File: config.mk
export PLATFORM = sky130hd
export DESIGN_NAME = first_down_counter
export DESIGN_NICKNAME = d
export VERILOG_FILES = /design/src/rtl/first_down_counter.sv
export SDC_FILE = /design/constraint.sdc
export NUM_CORES = 1
export LEC_CHECK = 0
export CORE_MARGIN = 2
export CORE_UTILIZATION = 41
export DETAILED_ROUTE_END_ITERATION = 7
export GPL_TIMING_DRIVEN = 0
export PLACE_DENSITY = 0.76
export SYNTH_ARGS = -nofsm -noshare
export SYNTH_HDL_FRONTEND = slang
export SYNTH_SLANG_ARGS = --single-unit
File: constraint.sdc
create_clock -name clk -period 1.75 [get_ports clk]
set_input_delay 0.175 -clock clk [delete_from_list [all_inputs] [get_ports clk]]
set_output_delay 0.175 -clock clk [all_outputs]
set_load 0.03 [all_outputs]
File: src/rtl/first_down_counter.sv
// Purpose : loadable down-counter/timer with terminal-count pulse, optional auto-reload, sticky underflow.
// Latency : 1 cycle from sampled load/enable to counter_out; done_pulse/underflow_out rise on the expiry edge.
// Backpr. : none; enable is a per-cycle request that is ignored outside RUN.
//
// Ports:
//   clk             rising-edge clock
//   reset           asynchronous active-low reset
//   load            capture load_value into counter and reload register (highest priority)
//   load_value      start / reload value; zero parks the block in IDLE
//   enable          decrement request, one count per cycle while in RUN
//   auto_reload     on expiry restart from the reload register instead of stopping
//   clear_underflow clear the sticky underflow flag (a simultaneous expiry wins)
//   counter_out     current count
//   done_pulse      one-cycle pulse following each expiry
//   underflow_out   sticky expiry flag
//   busy            high while in RUN
module first_down_counter #(
  parameter int WIDTH = 4
) (
  input  logic             clk,
  input  logic             reset,
  input  logic             load,
  input  logic [WIDTH-1:0] load_value,
  input  logic             enable,
  input  logic             auto_reload,
  input  logic             clear_underflow,
  output logic [WIDTH-1:0] counter_out,
  output logic             done_pulse,
  output logic             underflow_out,
  output logic             busy
);

  typedef enum logic [1:0] {
    IDLE    = 2'd0,
    RUN     = 2'd1,
    EXPIRED = 2'd2
  } state_t;

  localparam logic [WIDTH-1:0] CNT_ONE  = {{(WIDTH-1){1'b0}}, 1'b1};
  localparam logic [WIDTH-1:0] CNT_ZERO = '0;

  state_t           state;
  logic [WIDTH-1:0] reload_reg;

  always_ff @(posedge clk or negedge reset) begin
    if (!reset) begin
      state         <= IDLE;
      counter_out   <= '0;
      reload_reg    <= '0;
      done_pulse    <= 1'b0;
      underflow_out <= 1'b0;
    end else begin
      done_pulse <= 1'b0;

      // Clear is evaluated first so that an expiry on the same edge,
      // assigned further down, leaves the flag set.
      if (clear_underflow) begin
        underflow_out <= 1'b0;
      end

      if (load) begin
        counter_out <= load_value;
        reload_reg  <= load_value;
        // A zero start value has nothing to count; park in IDLE.
        state       <= (load_value != CNT_ZERO) ? RUN : IDLE;
      end else begin
        case (state)
          RUN: begin
            if (enable) begin
              if (counter_out == CNT_ONE) begin
                done_pulse    <= 1'b1;
                underflow_out <= 1'b1;
                if (auto_reload) begin
                  // reload_reg is non-zero here: RUN is only entered
                  // through a load of a non-zero value.
                  counter_out <= reload_reg;
                end else begin
                  counter_out <= CNT_ZERO;
                  state       <= EXPIRED;
                end
              end else if (counter_out > CNT_ONE) begin
                counter_out <= counter_out - CNT_ONE;
              end
            end
          end
          // IDLE and EXPIRED hold until the next load; no wrap below 0.
          default: begin
            counter_out <= counter_out;
          end
        endcase
      end
    end
  end

  assign busy = (state == RUN);

endmodule

==> results by group, run 1 <==
Floorplan
  – # IOs: 17
  – Core ar.: between 1500 and 2000 sq um
  – Chip width: approximately 44 um
  – FP Rows: 14
  – Die Area: roughly 1900 sq um
  – Die Y: between 40 and 50 um
  – Initial Util: a little over two fifths

Worst setup path
  – R2r worst-path depth: 6
  – Worst r2r src: counter_out[1]
  – CP top delay family: simple AND/OR/NAND/NOR gates
  – CP Launch Type: register
  – Critical path endpoint category: register
  – R2r endpoint: counter_out[0]
  – CP cell instances: inv_2 > ha_4 > or4b_4 > a21oi_4 > nor4_2 > a2111oi_2
  – Bufs and invs on worst path: 1
  – Critical Path AT: ~1900 ps
  – Crit Path Class: reg -> reg
  – Worst R2R Setup Slack: between 30 and 40 ps
  – CP Data Required Time: ~1900 ps
  – Max stage delay cell, worst path: or4b_4
  – Crit Path Max Fanout: 4
  – CP peak stage delay: roughly 480 ps

Final layout
  – Fin cells: about 100
  – Layout cells sized above 1: between 20% and 30%
  – # diodes: 0
  – Fin util: 62.5%
  – Area growth syn-to-layout: 43.4%
  – Fin area: 942 sq um
  – Final nets: roughly 100

Logic synthesis
  – Avg Synthesized Cell Area: 10.4 sq um
  – FFs w/ async S/R, synth: 100%
  – Seq/Total Area, Yosys: approximately 46%
  – Yosys warnings: 0
  – Distinct cells, synth: 28
  – Top-area cell type share of the netlist area: a little under half
  – Commonest cells in the netlist: 12 x dfrtp_1, 6 x nand2_1, 4 x inv_1, 4 x mux2_2, 4 x nor2_1
  – Mapped Area: approximately 660 sq um
  – Cell taking the most area after synthesis: dfrtp_1
  – Mapped Cells: 63
  – Post-synth EDFFs: 0
  – Net Count, Synth: 75
  – Most frequent cell after synthesis: dfrtp_1
  – Top FF cell, synth: dfrtp_1
  – Seq cells post-synth: 12
  – Area contributors post-synth: dfrtp_1 46%, mux2_2 6.9%, ha_1 3.8%, nand2_1 3.4%, nor2b_1 2.9%

Place
  – Area after DPL: around 870 sq um
  – Placed cell count: 95
  – Detailed Place HPWL: 1020 um
  – # port buffers: 16
  – GP Congestion: around 0.74
  – Worst slack, placed: -263 ps

Power
  – Max rail drop VDD: between 0.5 and 0.6 mV
  – Sw Share: approximately a third
  – Share of power burned in registers: between 40% and 50%
  – Power Internal: roughly 0.58 mW
  – Combinational group share of total power: 39.5%
  – Net switching power: roughly 0.30 mW
  – P_leak: around 0.38 nW
  – Total power: 0.882 mW
  – Clock network power share: roughly 21%
  – Pwr/cell area: 936 nW/um^2

Routing
  – Wirelength, routed: 1370 um
  – Total number of vias: roughly 560
  – Drt wl/cell: about 13 um
  – Initial drt markers: 12
  – Vias/cell: 5.41
  – Pre-antenna DRT Iters: 4
  – Post-route DRC: 0
  – Post-route ant nets: 0

GRT
  – Initial antenna violation count: 0
  – Met1 usage: 22.6%
  – Pin count of the biggest net entering global routing: 13
  – Total gr overflow: 0
  – Vias in the first global route: roughly 540
  – GR Util met3: 3.67%
  – GRT busiest layer: met2
  – Met2 global-route usage: between 20% and 30%
  – Total track usage: between 15 and 20%
  – First-pass GRT wire length: between 2000 and 2500 um

Clocking
  – CTS Buf Count: 3
  – CTS tree: built
  – Hold-fix buffer count after cts: 0
  – Latest clock arrival within the worst-skew pair: between 200 and 300 ps
  – Root buffer cell: clkbuf_4
  – Clock Path Buffers: 2
  – Clock net sink count: 12
  – Register clock-pin slew on the reported worst setup and hold paths: approximately 70 ps
  – H-tree Lvls: 1

Timing
  – Pins over their slew limit: 0
  – Unrepaired setup endpoints after global routing: true
  – Worst-Margin Slew: between 500 and 600 ps
  – Setup slack after layout: 39.0 ps
  – WHS: between 200 and 250 ps
  – Max_slew headroom: roughly 64%
  – Clock Skew: between 3 and 4 ps
  – Max Freq: approximately 580 MHz
  – Tcrit/Tclk final: about 98%
  – Setup TNS: 0 ps
  – Final setup viols: 0
  – Final Critical Period: around 1700 ps
  – Hold Vio Cnt, Final: 0

Run status
  – Outcome: finished, final reports clean

Min path
  – HP Class: in -> async

Run
  – Max_cap viols: 0
power by group through the flow:
stage          logic (mW)  registers (mW)  clock network, mW
4_1_cts             0.324           0.351              0.185
3_5_place_dp        0.313           0.357                  0
6_report            0.348           0.353              0.181
5_1_grt             0.381           0.360              0.204
3_3_place_gp        0.308           0.356                  0
2_1_floorplan       0.162           0.396                  0
cell families (layout without fill, tap and decap cells):
group / Yosys count / after routing / synth area share, %
AOI/OAI and AO/OA: 15 / 15 / 18.3
adders and majority gates: 2 / 2 / 3.81
buffers and inverters: 7 / 32 / 4.00
DFF: 12 / 12 / 45.7
muxes: 5 / 5 / 8.38
and+or+nand+nor: 22 / 22 / 19.8
cells in the final DEF, fill, tap and decap left out, types with 2 or more instances in the layout:
master	count
clkdlybuf4s50_1	16
dfrtp_1	10
nand2_1	6
buf_4	5
clkbuf_1	4
nor2_1	4
mux2_2	4
nor2b_1	3
o21ai_0	3
clkbuf_4	3
inv_1	2
nand3b_1	2
a21o_1	2
nor3_1	2
ha_4	2
dfrtp_2	2
worst max-delay path by stage:
stage	from	end	slack (ps)	cells after the start
2_1_floorplan	counter_out[1]	counter_out[0]	-1	6
3_3_place_gp	load	reload_reg[1]	-210	4
3_5_place_dp	load	reload_reg[1]	-260	4
4_1_cts	counter_out[0]	counter_out[0]	-1	6
5_1_grt	counter_out[1]	counter_out[0]	-50	6
6_report	counter_out[1]	counter_out[0]	40	6
per-layer routing:
layer,up-vias,routed length (um)
met3,5,41
met4,0,19
met5,-,0
met2,12,678
li1,279,-
met1,267,626
layout make-up:
cell class / instances / area [sq um]
multi-input cells: 44 / 367
inverters: 4 / 17.5
well taps: 16 / 20.0
clock buffers: 4 / 26.3
repair buffers: 21 / 198
plain buffers: 3 / 11.3
flip-flops and latches: 12 / 303
fillers: 130 / 564
timing repair:
item	in CTS	in global routing
buffers inserted	2	3
cloned	0	0
endpoints found under the setup margin	1	6
resized for setup	0	1
pin swaps	1	3
Power figures use the tool's default switching activity.
==> run 2, diff against run 1 <==
CTS_CLUSTER_DIAMETER = 200   (was not set)
==> results of run 2 <==
The final DEF is identical to that of run 1; final timing and power are the same.
